### src/rtl/uart_frame_tx.sv
// uart_frame_tx: byte FIFO feeding an 8N1 serialiser (LSB first) with an
// integer clocks-per-bit divider; queued bytes go out back-to-back.
module uart_frame_tx #(
  parameter int ClksPerBit = 217,
  parameter int FifoDepth  = 16
) (
  input  logic                       CLK,
  input  logic                       RST,
  input  logic [7:0]                 i_data,
  input  logic                       i_valid,
  output logic                       o_full,
  output logic [$clog2(FifoDepth):0] o_level,
  output logic                       o_overflow,
  output logic                       o_busy,
  output logic                       o_tx
);

  localparam int AW = $clog2(FifoDepth);
  localparam int LW = AW + 1;
  localparam int CW = $clog2(ClksPerBit);
  localparam logic [LW-1:0] FULL_LEVEL = LW'(FifoDepth);
  localparam logic [CW-1:0] LAST_CNT   = CW'(ClksPerBit - 1);

  typedef enum logic [1:0] {IDLE, START, DATA, STOP} state_t;

  logic [7:0]    mem [FifoDepth];
  logic [AW-1:0] wr_ptr_reg;
  logic [AW-1:0] rd_ptr_reg;
  logic [LW-1:0] count_reg;
  logic          overflow_reg;

  state_t        state_reg, state_next;
  logic [CW-1:0] bit_cnt_reg, bit_cnt_next;
  logic [2:0]    idx_reg, idx_next;
  logic [7:0]    shift_reg;
  logic          tx_reg, tx_next;

  logic push;
  logic pop;
  logic shift_en;
  logic bit_end;
  logic fifo_nonempty;

  // Full is judged on the registered count, so a same-edge pop cannot make room.
  assign o_full        = (count_reg == FULL_LEVEL);
  assign push          = i_valid && !o_full;
  assign fifo_nonempty = (count_reg != '0);
  assign bit_end       = (bit_cnt_reg == LAST_CNT);

  // Storage and the pop-side read register carry no reset so they map to RAM.
  always_ff @(posedge CLK) begin
    if (push) begin
      mem[wr_ptr_reg] <= i_data;
    end
    if (pop) begin
      shift_reg <= mem[rd_ptr_reg];
    end else if (shift_en) begin
      shift_reg <= {1'b0, shift_reg[7:1]};
    end
  end

  always_ff @(posedge CLK or posedge RST) begin
    if (RST) begin
      wr_ptr_reg   <= '0;
      rd_ptr_reg   <= '0;
      count_reg    <= '0;
      overflow_reg <= 1'b0;
    end else begin
      if (push) begin
        wr_ptr_reg <= wr_ptr_reg + AW'(1);
      end
      if (pop) begin
        rd_ptr_reg <= rd_ptr_reg + AW'(1);
      end
      if (push && !pop) begin
        count_reg <= count_reg + LW'(1);
      end else if (pop && !push) begin
        count_reg <= count_reg - LW'(1);
      end
      if (i_valid && o_full) begin
        overflow_reg <= 1'b1;
      end
    end
  end

  always_ff @(posedge CLK or posedge RST) begin
    if (RST) begin
      state_reg   <= IDLE;
      bit_cnt_reg <= '0;
      idx_reg     <= '0;
      tx_reg      <= 1'b1;
    end else begin
      state_reg   <= state_next;
      bit_cnt_reg <= bit_cnt_next;
      idx_reg     <= idx_next;
      tx_reg      <= tx_next;
    end
  end

  // tx_next is the line level for the cycle that follows this edge.
  always_comb begin
    state_next   = state_reg;
    bit_cnt_next = bit_cnt_reg;
    idx_next     = idx_reg;
    tx_next      = tx_reg;
    pop          = 1'b0;
    shift_en     = 1'b0;
    case (state_reg)
      IDLE: begin
        tx_next = 1'b1;
        if (fifo_nonempty) begin
          pop          = 1'b1;
          state_next   = START;
          bit_cnt_next = '0;
          tx_next      = 1'b0;
        end
      end
      START: begin
        if (bit_end) begin
          state_next   = DATA;
          bit_cnt_next = '0;
          idx_next     = '0;
          tx_next      = shift_reg[0];
        end else begin
          bit_cnt_next = bit_cnt_reg + CW'(1);
        end
      end
      DATA: begin
        if (bit_end) begin
          bit_cnt_next = '0;
          shift_en     = 1'b1;
          if (idx_reg == 3'd7) begin
            state_next = STOP;
            tx_next    = 1'b1;
          end else begin
            idx_next = idx_reg + 3'd1;
            tx_next  = shift_reg[1];
          end
        end else begin
          bit_cnt_next = bit_cnt_reg + CW'(1);
        end
      end
      STOP: begin
        if (bit_end) begin
          bit_cnt_next = '0;
          if (fifo_nonempty) begin
            pop        = 1'b1;
            state_next = START;
            tx_next    = 1'b0;
          end else begin
            state_next = IDLE;
            tx_next    = 1'b1;
          end
        end else begin
          bit_cnt_next = bit_cnt_reg + CW'(1);
        end
      end
      default: begin
        state_next = IDLE;
        tx_next    = 1'b1;
      end
    endcase
  end

  assign o_level    = count_reg;
  assign o_overflow = overflow_reg;
  assign o_busy     = (state_reg != IDLE);
  assign o_tx       = tx_reg;

endmodule

### config.mk
export PLATFORM = sky130hd
export DESIGN_NAME = uart_frame_tx
export DESIGN_NICKNAME = d
export VERILOG_FILES = /design/src/rtl/uart_frame_tx.sv
export SDC_FILE = /design/constraint.sdc
export NUM_CORES = 1
export LEC_CHECK = 0
export BUFFER_PORTS_ARGS = -buffer_cell sky130_fd_sc_hd__buf_2
export CAP_MARGIN = 20
export CORE_MARGIN = 3
export CORE_UTILIZATION = 40
export CTS_CLUSTER_SIZE = 30
export DETAILED_ROUTE_END_ITERATION = 8
export HOLD_SLACK_MARGIN = 0.05
export SYNTH_ARGS = -nofsm -noshare
export SYNTH_HDL_FRONTEND = slang
export SYNTH_SLANG_ARGS = --single-unit
### constraint.sdc
create_clock -name CLK -period 4.2 [get_ports CLK]
set_input_delay 0.42 -clock CLK [delete_from_list [all_inputs] [get_ports CLK]]
set_output_delay 0.42 -clock CLK [all_outputs]
set_load 0.02 [all_outputs]
## Word level (Yosys, flattened, before mapping)

Memories as Yosys holds them, arrays and structs flattened.
Cells that the tools add are included.

- Reductions and logical operators: 17
- Muxes and demuxes: 31
- Eq/ne operators: 12
- Add/subtract/negate cells: 6

Operators by type and width:

| operator | count |
|---|---|
| 8-bit two-way mux | 4 |
| 8-bit case mux with 2 select lines | 1 |
| 1-bit two-way mux | 12 |
| 2-bit != test (second input constant) | 6 |
| 2-bit two-way mux | 5 |
| 5-bit two-way mux | 2 |
| 3-bit two-way mux | 3 |
| 4-bit by 1-bit adder with 4-bit output (second input constant) | 2 |
| 8-bit by 1-bit adder with 8-bit output (second input constant) | 1 |
| 8-bit == test (second input constant) | 1 |
| 2-bit case mux with 4 select lines | 1 |
| 2-bit nonzero test | 4 |
| 3-bit case mux with 2 select lines | 1 |
| 5-bit by 1-bit adder with 5-bit output (second input constant) | 1 |
| 5-bit == test (second input constant) | 1 |
| 5-bit AND reduction | 1 |
| 5-bit nonzero test | 1 |
| 5-bit by 1-bit subtractor with 5-bit output (second input constant) | 1 |
| 2-bit == test (second input constant) | 2 |
| 1-bit logical AND | 4 |
| 1-bit case mux with 4 select lines | 1 |
| 4-bit AND reduction | 1 |
| 3-bit by 1-bit adder with 3-bit output (second input constant) | 1 |
| 3-bit == test (second input constant) | 1 |
| other kinds (6) | 8 |

- Output and inout bits: 9
- Register bits after elaboration: 36
- Memory bits (writable): 128
- Memories kept: 1

Memories:

| name | depth | width | rd ports | clocked after memory_dff | write ports | line | RTL |
|---|---|---|---|---|---|---|---|
| mem | 16 | 8 | 1 | 0 | 1 | 26 | `logic [7:0] mem [FifoDepth];` |

## Logic depth before layout (Yosys ltp)

Gate-level depths: netlist of the first run.

- Word-level depth: 7
- Gate-level depth with buffers: 14

## Worst setup path after synthesis of the first run

No wires, ideal clock.

- Path type: flip-flop to flip-flop
- Start: register count_reg[0], in the netlist o_level[0]
- End: register count_reg[4], in the netlist o_level[4]
- Slack: 1.320 ns
- Data required time: 4.064 ns
- Setup time: 0.136 ns
- Data arrival time: 2.744 ns
- Path buffers: 1
- Cell stages (with the launch flop): 13
- Cell sequence: dfrtp_1 > or4_4 > nor2_4 > nor3_4 > buf_6 > inv_1 > ha_1 > inv_1 > fa_1 > a21o_1 > a21oi_1 > mux2i_1 > xnor2_1

- Word-level cells in the longest chain between the ends: 7

Ends and longest elaborated chain:

| element | line | RTL |
|---|---|---|
| start, declared | 29 | `logic [LW-1:0] count_reg;` |
| start signal, assigned | 76 | `count_reg <= count_reg + LW'(1);` |
| start signal, assigned | 78 | `count_reg <= count_reg - LW'(1);` |
| 5-bit nonzero test | 47 | `assign fifo_nonempty = (count_reg != '0);` |
| 1-bit two-way mux | 111, 146 |  |
| 1-bit two-way mux | 144 | `if (bit_end) begin` |
| 1-bit case mux with 2 select lines | 108 | `case (state_reg)` |
| 1-bit logical NOT | 75 | `if (push && !pop) begin` |
| 1-bit logical AND | 75 |  |
| 5-bit two-way mux or 2-bit nonzero test (tied branches) | - |  |

Parallel ways exist; a longest one is shown, timed or not. The select of a mux whose other input is x is not followed.
A chain may end at the register's enable or synchronous reset.

## Final worst setup path of the first run

- Start: register bit_cnt_reg[0]
- End: register count_reg[4], in the netlist o_level[4]

- Word-level cells in the longest chain between the ends: 6

Ends and longest elaborated chain:

| element | line | RTL |
|---|---|---|
| start, declared | 33 | `logic [CW-1:0] bit_cnt_reg, bit_cnt_next;` |
| start signal, assigned | 94 | `bit_cnt_reg <= bit_cnt_next;` |
| 8-bit == test (*) | 48 | `assign bit_end = (bit_cnt_reg == LAST_CNT);` |
| 1-bit two-way mux (*) | 144 |  |
| 1-bit case mux with 2 select lines (*) | 108 |  |
| 1-bit logical NOT | 75 |  |
| 1-bit logical AND | 75 |  |
| 5-bit two-way mux or 2-bit nonzero test (tied branches) | - |  |

Mark *: on every way between the ends. The rest lies on a longest branch, timed or not.

==> results_dict.tcl, run 1 <==
set metrics [dict create \
    power_density_nw_per_um2 692 \
    final_common_cell "edfxtp_1" \
    min_period_ns 3.14 \
    start_kind "flop" \
    drive_above_1_share_pct 25.7 \
    cp-startpoint "bit_cnt_reg[0]" \
    cap_viol_max_count 0 \
    grt_pass1_wl_um 21200 \
    routed.top_layer "met4" \
    grt_usage_pct 14.5 \
    ys.flop_type "edfxtp_1" \
    fmax_mhz 319 \
    endpoint "o_level[4]" \
    drtIter0Drc 218 \
    ctsHtreeMaxLevel 4 \
    antennaDiodeCount 0 \
    portBuffers 19 \
    remaining_drc_errors 0 \
    rsz0062_at_grt "false" \
    ff2ff_setup_slack_ns 1.06 \
    status "complete, no violations" \
    final_cell_mix "edfxtp_1 (136), mux4_2 (32), dfrtp_1 (25), mux2i_1 (23), nor2_1 (22)" \
    timing.rr.start "bit_cnt_reg[0]" \
    clk_pin_slew_ns 0.07 \
    fp.dieArea_um2 19100 \
    postSynthAreaPerCell_um2 17.9 \
    viasPerCell 5.27 \
    postSynthCellCount 391 \
    start_util_pct 41.6 \
    cts_max_path_buffers 2 \
    ctsRootBufferMaster "clkbuf_16" \
    synth_edf_count 136 \
    ys_ff_latch 164 \
    dp_hpwl_um 8360 \
    slew_headroom_pct 36.8 \
    syn_to_final_growth_pct 14.1 \
    post_drt_wl_per_cell_um 19.5 \
    num_vias 3452 \
    hold_viol 0 \
    boundaryPins 20 \
    numCtsBuffers 17 \
    coreArea_um2 16800 \
    ant_nets 0 \
    dp.cells 623 \
    async_flop_share_pct 17.1 \
    cts_resized 0 \
    setup_violations 0 \
    period_share_pct 74.7 \
    instances_no_fill 655 \
    leakage_nw 2.86 \
    place.gp.congestion 0.754 \
    r2r_cells 14 \
    synth_area_um2 6990 \
    r2r_end "o_level[4]" \
    min_path_type "input pin to async pin" \
    largest_register_ffs 128 \
    yosysUniqueCellTypes 46 \
    antenna_found_initial 0 \
    cts_tree "built" \
    die_w_um 138 \
    grt-ovfl-total 0 \
    wl_met1_um 5930 \
    yosysWarnings 0 \
    setup.worst_path.class "flop to flop" \
    num_rows 47 \
    critPathMaxFanout 12 \
    arrival_ns 3.48 \
    wl_met2_um 6300 \
    final_nets 452 \
    worstSkewPairLatency_ns 0.43 \
    crit_path_end_kind "flop" \
    dr.pass1.iters 4 \
    clock_skew_ns 0.0132 \
    synth_area_leaders "edfxtp_1 (58%), mux4_2 (10%), dfrtp_1 (9.7%), mux2i_1 (3.3%), ha_1 (3.2%)" \
    routed_wl_um 12800 \
    grt_max_degree 32 \
    post-cts-setup-buffer-count 0 \
    wl_met3_um 372 \
    grt_pass1_vias 3700 \
    worst_pin_slew_ns 0.942 \
    ir_drop_mv 0.428 \
    hold_buffers 0 \
    ys_seq_area_share_pct 68.5 \
    finalSetupTns_ns 0 \
    finalMaxSlewViolations 0 \
    die_y_um 138 \
    synth_largest_area_cell "edfxtp_1" \
    synth_nets 421 \
    worstPathRequired_ns 4.54 \
    cts_sinks 164 \
    synth_top_cell_area_share_pct 58.4 \
]
cell usage after synthesis, types with 2 or more instances:
cell type  count
a21o_1         5
a21oi_1        3
a22o_1        10
and3_1         3
buf_1          5
buf_2          3
buf_6          5
dfrtp_1       27
edfxtp_1     136
ha_1          18
inv_1         14
mux2_2         5
mux2_4         6
mux2i_1       23
mux4_2        32
nand2_1       12
nand2b_1       3
nand3_1        4
nor2_1        22
nor3_1         7
nor4_1         2
o21ai_0       12
o22ai_1        2
xnor2_1        7
xor2_1         4
how the worst min path moves through the flow:
stage,slack [ns],endpoint,startpoint
floorplan,0.48,bit_cnt_reg[0],RST
global placement,0.44,o_overflow,o_overflow
global route,0.09,wr_ptr_reg[1],RST
finish,0.05,wr_ptr_reg[0],RST
CTS,0.07,wr_ptr_reg[0],RST
detailed placement,0.44,o_overflow,o_overflow
where the power goes:
part	switching, W	internal (W)
Sequential	0.000336	0.00204
Clock	0.000718	0.000918
Combinational	0.000730	0.000775
per-stage QoR:
| stage | area, um^2 | utilization [%] | power [W] | hold WS [ns] | worst slack (ns) |
|---|---|---|---|---|---|
| 2_1_floorplan | 6990 | - | 0.00354 | 0.485 | 1.32 |
| 3_5_place_dp | 7330 | 43.6 | 0.00396 | 0.441 | 1.07 |
| 4_1_cts | 7970 | 47.4 | 0.00559 | 0.0671 | 1.04 |
| 6_report | 7970 | 47.4 | 0.00552 | 0.0509 | 1.06 |
| 5_1_grt | 7970 | 47.4 | 0.00586 | 0.0942 | 0.843 |
| 3_3_place_gp | 7330 | 43.6 | 0.00390 | 0.439 | 1.18 |
critical path, cell delays in order, from the launching register on:
cell      delay [ns]
dfrtp_1         0.43
inv_1           0.07
ha_1            0.15
nand4b_2        0.19
o31a_1          0.38
nor3_4          0.12
buf_4           0.24
inv_1           0.07
ha_1            0.20
inv_1           0.17
ha_1            0.30
a21o_1          0.19
a21oi_1         0.18
mux2i_1         0.24
xnor2_1         0.14
logic make-up (layout without fill, tap and decap cells):
family / after synthesis / after routing / synth area share (%)
muxes: 67 / 67 / 15.9
buffers and inverters: 28 / 72 / 2.09
and+or+nand+nor: 62 / 62 / 4.69
adders and majority gates: 19 / 19 / 3.51
DFF: 164 / 164 / 68.5
xor gates and xnor gates: 11 / 11 / 1.38
AOI/OAI and AO/OA: 40 / 40 / 4.01
area by class of cell:
cell class	count	area [um^2]
multi-input cells	199	2070
flip-flops and latches	164	4790
fillers	1455	8840
clock inverters	15	216
clock buffers	17	425
well taps	220	275
repair buffers	26	148
inverters	14	52.6
metal layers:
layer  vias to the layer above  GRT usage [%]
met3                        12           3.69
li1                       1608              -
met1                      1780           19.7
met4                         0           4.84
met2                        52           22.8
met5                         -              0
No activity file was read; power rests on OpenSTA's default activity.
==> run 2, diff against run 1 <==
==> constraint.sdc (replaced) <==
create_clock -name CLK -period 2.9 [get_ports CLK]
set_input_delay 0.29 -clock CLK [delete_from_list [all_inputs] [get_ports CLK]]
set_output_delay 0.29 -clock CLK [all_outputs]
set_load 0.02 [all_outputs]
==> results_dict.tcl, run 2 (synthesis gave the netlist of run 1 again) <==
set metrics [dict create \
    start_util_pct 41.6 \
    stdcell_area_um2 8120 \
    p_int_w 0.00549 \
    setup_violations 0 \
    antennaDiodeCount 0 \
    routed_wl_um 13300 \
    grt_pass1_vias 3858 \
    final_nets 476 \
    worst_pin_slew_ns 0.744 \
    worstSkewPairLatency_ns 0.42 \
    timing.rr.start "bit_cnt_reg[1]" \
    worstHoldEndpoint "o_overflow" \
    min_path_type "input pin to flop" \
    switching_power_w 0.00254 \
    ff2ff_setup_slack_ns 0.20 \
    largest_register_ffs 128 \
    swShare_pct 31.7 \
    die_y_um 138 \
    r2r_cells 13 \
    antenna_found_initial 0 \
    ctsHtreeMaxLevel 4 \
    final_common_cell "edfxtp_1" \
    ir_drop_mv 0.502 \
    arrival_ns 3.03 \
    period_share_pct 92.9 \
    clk_pin_slew_ns 0.06 \
    start_kind "flop" \
    final_cell_mix "edfxtp_1 (136), mux4_2 (32), buf_4 (28), dfrtp_1 (26), mux2i_1 (23)" \
    remaining_drc_errors 0 \
    ctsRootBufferMaster "clkbuf_16" \
    setup.worst_path.class "flop to flop" \
    drive_above_1_share_pct 28.8 \
    die_w_um 138 \
    cts_tree "built" \
    boundaryPins 20 \
    grt_max_degree 36 \
    coreArea_um2 16800 \
    dr.pass1.iters 4 \
    crit_path_end_kind "flop" \
    min_period_ns 2.70 \
    numCtsBuffers 17 \
    cap_viol_max_count 0 \
    finalMaxSlewViolations 0 \
    hold_viol 0 \
    fmax_mhz 371 \
    slew_headroom_pct 50.3 \
    setup_ws_ns 0.205 \
    r2r_end "o_level[4]" \
    grt_pass1_wl_um 21300 \
    min_path_cells 2 \
    post-place-ws_ns 0.149 \
    ant_nets 0 \
    clkPwrFrac_pct 27.9 \
    post_drt_wl_per_cell_um 19.5 \
    nFillCells 1445 \
    grt-ovfl-total 0 \
    fp.dieArea_um2 19100 \
    num_vias 3588 \
    portBuffers 19 \
    cts_sinks 164 \
    syn_to_final_growth_pct 16.2 \
    critPathMaxFanout 5 \
    dp_hpwl_um 8410 \
    place.gp.congestion 0.817 \
    power_density_nw_per_um2 989 \
    leakage_nw 2.96 \
    grt_usage_pct 14.5 \
    clock_skew_ns 0.0133 \
    power_frac_seq_pct 39.5 \
    combPwrFrac_pct 32.6 \
    drtIter0Drc 183 \
    cts_max_path_buffers 2 \
    dpl-instance-area_um2 7490 \
    num_rows 47 \
    min_from "i_valid" \
    viasPerCell 5.28 \
    worstPathRequired_ns 3.24 \
    status "complete, no violations" \
]
## run 2: changes by cell type in the layout (fill, tap and decap cells not counted), moves of 2 or more
cell	previous run	this run
clkinvlp_4	1	3
inv_6	1	3
buf_12	0	2
nor3_2	2	0
nor3_1	5	7
buf_4	7	28
clkinv_8	5	0
## run 2: power groups by stage
stage	sequential [W]	combinational, W	clock (W)
2_1_floorplan	0.00322	0.00191	0
3_3_place_gp	0.00320	0.00256	0
3_5_place_dp	0.00322	0.00262	0
4_1_cts	0.00318	0.00263	0.00228
5_1_grt	0.00322	0.00287	0.00240
6_report	0.00317	0.00262	0.00224
## run 2: how the worst max path moves through the flow
stage / from / end / slack (ns) / depth (start not counted)
finish: bit_cnt_reg[1] / o_level[4] / 0.20 / 13
global route: bit_cnt_reg[0] / o_level[4] / -0.01 / 13
CTS: bit_cnt_reg[0] / o_level[4] / 0.13 / 13
detailed placement: bit_cnt_reg[1] / o_level[4] / 0.15 / 13
global placement: bit_cnt_reg[0] / o_level[4] / 0.22 / 13
floorplan: o_level[0] / o_level[4] / 0.02 / 12
## run 2: final cells by class
type                       count  area [um^2]  area share (%)
sequential                   164         4790            58.9
multi-input combinational    199         2060            25.3
clock buffer                  17          425            5.24
timing repair buffer          50          355            4.37
tap                          220          275            3.39
clock inverter                15          169            2.08
inverter                      14         52.6           0.647
## run 2: worst max-delay path, stage by stage, from the launching register on
cell,delay [ns]
dfrtp_1,0.40
inv_1,0.09
ha_1,0.16
nand4b_2,0.12
o31a_1,0.35
nor3_4,0.13
inv_1,0.06
ha_1,0.21
inv_2,0.10
ha_1,0.27
a21o_1,0.20
a21oi_1,0.17
mux2i_1,0.23
xnor2_1,0.13
## run 2: per-layer routing
layer | share of wire, % | global-route usage (%) | vias to the layer above
li1 | - | - | 1654
met5 | 0 | 0 | -
met2 | 52 | 24.7 | 47
met3 | 2.7 | 3.38 | 12
met1 | 44 | 18.5 | 1875
met4 | 1.3 | 4.68 | 0
## run 2: per-stage QoR
stage / std cells / total power [W] / utilization, % / hold WS, ns / setup TNS (ns)
after detailed placement: 642 / 0.00584 / 44.5 / 0.446 / 0
after global routing: 679 / 0.00849 / 48.3 / 0.0932 / -0.0102
after floorplan: 391 / 0.00513 / - / 0.355 / 0
after CTS: 675 / 0.00808 / 48.1 / 0.0782 / 0
final: 679 / 0.00803 / 48.3 / 0.102 / 0
after global placement: 642 / 0.00576 / 44.5 / 0.437 / 0
## run 2: what timing repair did
action,4_1_cts,5_1_grt
setup buffers,0,4
hold endpoints to repair,17,0
setup endpoints to repair,0,1
gates resized for setup,0,1
hold buffers,1,0
==> run 3, diff against run 2 <==
--- a/config.mk
+++ b/config.mk
@@ -7,11 +7,15 @@
 export LEC_CHECK = 0
 export BUFFER_PORTS_ARGS = -buffer_cell sky130_fd_sc_hd__buf_2
 export CAP_MARGIN = 20
+export CELL_PAD_IN_SITES_DETAIL_PLACEMENT = 0
+export CELL_PAD_IN_SITES_GLOBAL_PLACEMENT = 1
 export CORE_MARGIN = 3
 export CORE_UTILIZATION = 40
 export CTS_CLUSTER_SIZE = 30
 export DETAILED_ROUTE_END_ITERATION = 8
 export HOLD_SLACK_MARGIN = 0.05
+export PLACE_DENSITY_LB_ADDON = 0.1
+export SLEW_MARGIN = 20
 export SYNTH_ARGS = -nofsm -noshare
 export SYNTH_HDL_FRONTEND = slang
 export SYNTH_SLANG_ARGS = --single-unit
==> results_dict.tcl, run 3 (synthesis gave the netlist of run 1 again) <==
set metrics [dict create \
    final_nets 473 \
    remaining_drc_errors 0 \
    final_common_cell "edfxtp_1" \
    post_drt_wl_per_cell_um 21.0 \
    status "complete, no violations" \
    ff2ff_setup_slack_ns 0.19 \
    numCtsBuffers 17 \
    clock_skew_ns 0.0161 \
    worst_pin_slew_ns 1.08 \
    fp.dieArea_um2 19100 \
    min_path_type "input pin to flop" \
    power_frac_seq_pct 40.0 \
    r2r_cells 13 \
    portBuffers 19 \
    crit_path_end_kind "flop" \
    ctsRootBufferMaster "clkbuf_16" \
    critPathMaxFanout 5 \
    timing.rr.start "bit_cnt_reg[0]" \
    r2r_end "o_level[4]" \
    drtIter0Drc 234 \
    drive_above_1_share_pct 28.4 \
    p_int_w 0.00558 \
    clkPwrFrac_pct 27.7 \
    final_cell_mix "edfxtp_1 (136), mux4_2 (32), dfrtp_1 (26), buf_4 (24), mux2i_1 (23)" \
    crit_family "compound AO/OA/AOI/OAI gates" \
    min_from "i_valid" \
    switching_power_w 0.00253 \
    min_path_cells 2 \
    cap_viol_max_count 0 \
    setup.worst_path.class "flop to flop" \
    finalMaxSlewViolations 0 \
    dr.pass1.iters 4 \
    path_buf_inv 3 \
    instances_no_fill 675 \
    slowest_stage "dfrtp_1" \
    finalSetupTns_ns 0 \
    start_kind "flop" \
    ant_nets 0 \
    power_density_nw_per_um2 1000 \
    num_rows 47 \
    coreArea_um2 16800 \
    antennaDiodeCount 0 \
    grt_usage_pct 15.6 \
    arrival_ns 3.06 \
    cp_cell_sequence "inv_1 -> ha_1 -> nand4b_2 -> o31a_1 -> nor3_4 -> inv_1 -> ha_1 -> inv_2 -> ha_1 -> a21o_1 -> a21oi_2 -> mux2i_1 -> xnor2_1" \
    swShare_pct 31.2 \
    cpPeakStageDelay_ns 0.42 \
    cts_sinks 164 \
    place.gp.congestion 0.750 \
    largest_register_ffs 128 \
    dp_hpwl_um 9460 \
    setup_violations 0 \
    start_util_pct 41.6 \
    rsz0062_at_grt "false" \
    antenna_found_initial 0 \
    multi_input_area_um2 2070 \
    critPathMostFrequentCell "ha_1" \
    nFillCells 1468 \
    die_y_um 138 \
    leakage_nw 2.93 \
    combPwrFrac_pct 32.2 \
    clk_pin_slew_ns 0.07 \
    fmax_mhz 369 \
    dp.cells 638 \
    grt_max_degree 17 \
    grt_pass1_vias 3682 \
    worstHoldEndpoint "o_overflow" \
    viasPerCell 5.25 \
    min_period_ns 2.71 \
    hold_viol 0 \
    routed_wl_um 14100 \
    ctsHtreeMaxLevel 4 \
    cts_max_path_buffers 2 \
    seq_area_um2 4790 \
    slew_headroom_pct 28.0 \
    ir_drop_mv 0.476 \
    worstPathRequired_ns 3.25 \
    boundaryPins 20 \
    grt-ovfl-total 0 \
    cts_tree "built" \
    die_w_um 138 \
    syn_to_final_growth_pct 16.0 \
    worstSkewPairLatency_ns 0.42 \
    grt_pass1_wl_um 22300 \
    num_vias 3541 \
    period_share_pct 93.5 \
]
[run 3: power by group through the flow]
stage | Clock (W) | Combinational, W | Sequential, W
detailed placement | 0 | 0.00261 | 0.00329
CTS | 0.00230 | 0.00262 | 0.00325
finish | 0.00225 | 0.00261 | 0.00325
global placement | 0 | 0.00260 | 0.00328
global route | 0.00242 | 0.00289 | 0.00329
floorplan | 0 | 0.00191 | 0.00322
[run 3: final cells by class]
class	instances	area share, %
flip-flops and latches	164	59.1
multi-input cells	199	25.5
clock buffers	19	5.34
repair buffers	47	4.15
well taps	220	3.40
clock inverters	12	1.91
inverters	14	0.648
[run 3: what timing repair did]
| action | 4_1_cts | 5_1_grt |
|---|---|---|
| hold buffers | 1 | 0 |
| hold endpoints to repair | 12 | 0 |
| buffers inserted | 0 | 4 |
| resized for setup | 0 | 2 |
| setup endpoints to repair | 0 | 2 |
[run 3: through the flow]
| step | cell area, um^2 | util [%] | power, W | hold slack, ns | setup WS (ns) |
|---|---|---|---|---|---|
| 2_1_floorplan | 6990 | - | 0.00513 | 0.355 | 0.0199 |
| 3_3_place_gp | 7460 | 44.3 | 0.00589 | 0.356 | 0.192 |
| 3_5_place_dp | 7460 | 44.4 | 0.00590 | 0.365 | 0.114 |
| 4_1_cts | 8060 | 47.9 | 0.00817 | 0.0811 | 0.0910 |
| 5_1_grt | 8110 | 48.2 | 0.00860 | 0.0950 | 0.00162 |
| 6_report | 8110 | 48.2 | 0.00811 | 0.0990 | 0.190 |
[run 3: routing by layer]
layer	vias to the layer above	wire length, um	GRT usage, %
met5	-	0	0
met2	47	6750	23.8
li1	1644	-	-
met4	0	58	3.07
met1	1845	6830	23.0
met3	5	508	4.18
[run 3: worst register-to-register path, stage by stage, from the launching register on]
cell	delay (ns)
dfrtp_1	0.42
inv_1	0.07
ha_1	0.16
nand4b_2	0.12
o31a_1	0.38
nor3_4	0.14
inv_1	0.06
ha_1	0.22
inv_2	0.11
ha_1	0.27
a21o_1	0.20
a21oi_2	0.15
mux2i_1	0.22
xnor2_1	0.13
[run 3: worst max path at each step]
stage | startpoint | endpoint | slack, ns | cells past startpoint
final | bit_cnt_reg[0] | o_level[4] | 0.19 | 13
after global routing | bit_cnt_reg[0] | o_level[4] | 0.002 | 13
after CTS | bit_cnt_reg[0] | o_level[4] | 0.09 | 13
after detailed placement | bit_cnt_reg[0] | o_level[4] | 0.11 | 13
after global placement | bit_cnt_reg[0] | o_level[4] | 0.19 | 13
after floorplan | o_level[0] | o_level[4] | 0.02 | 12
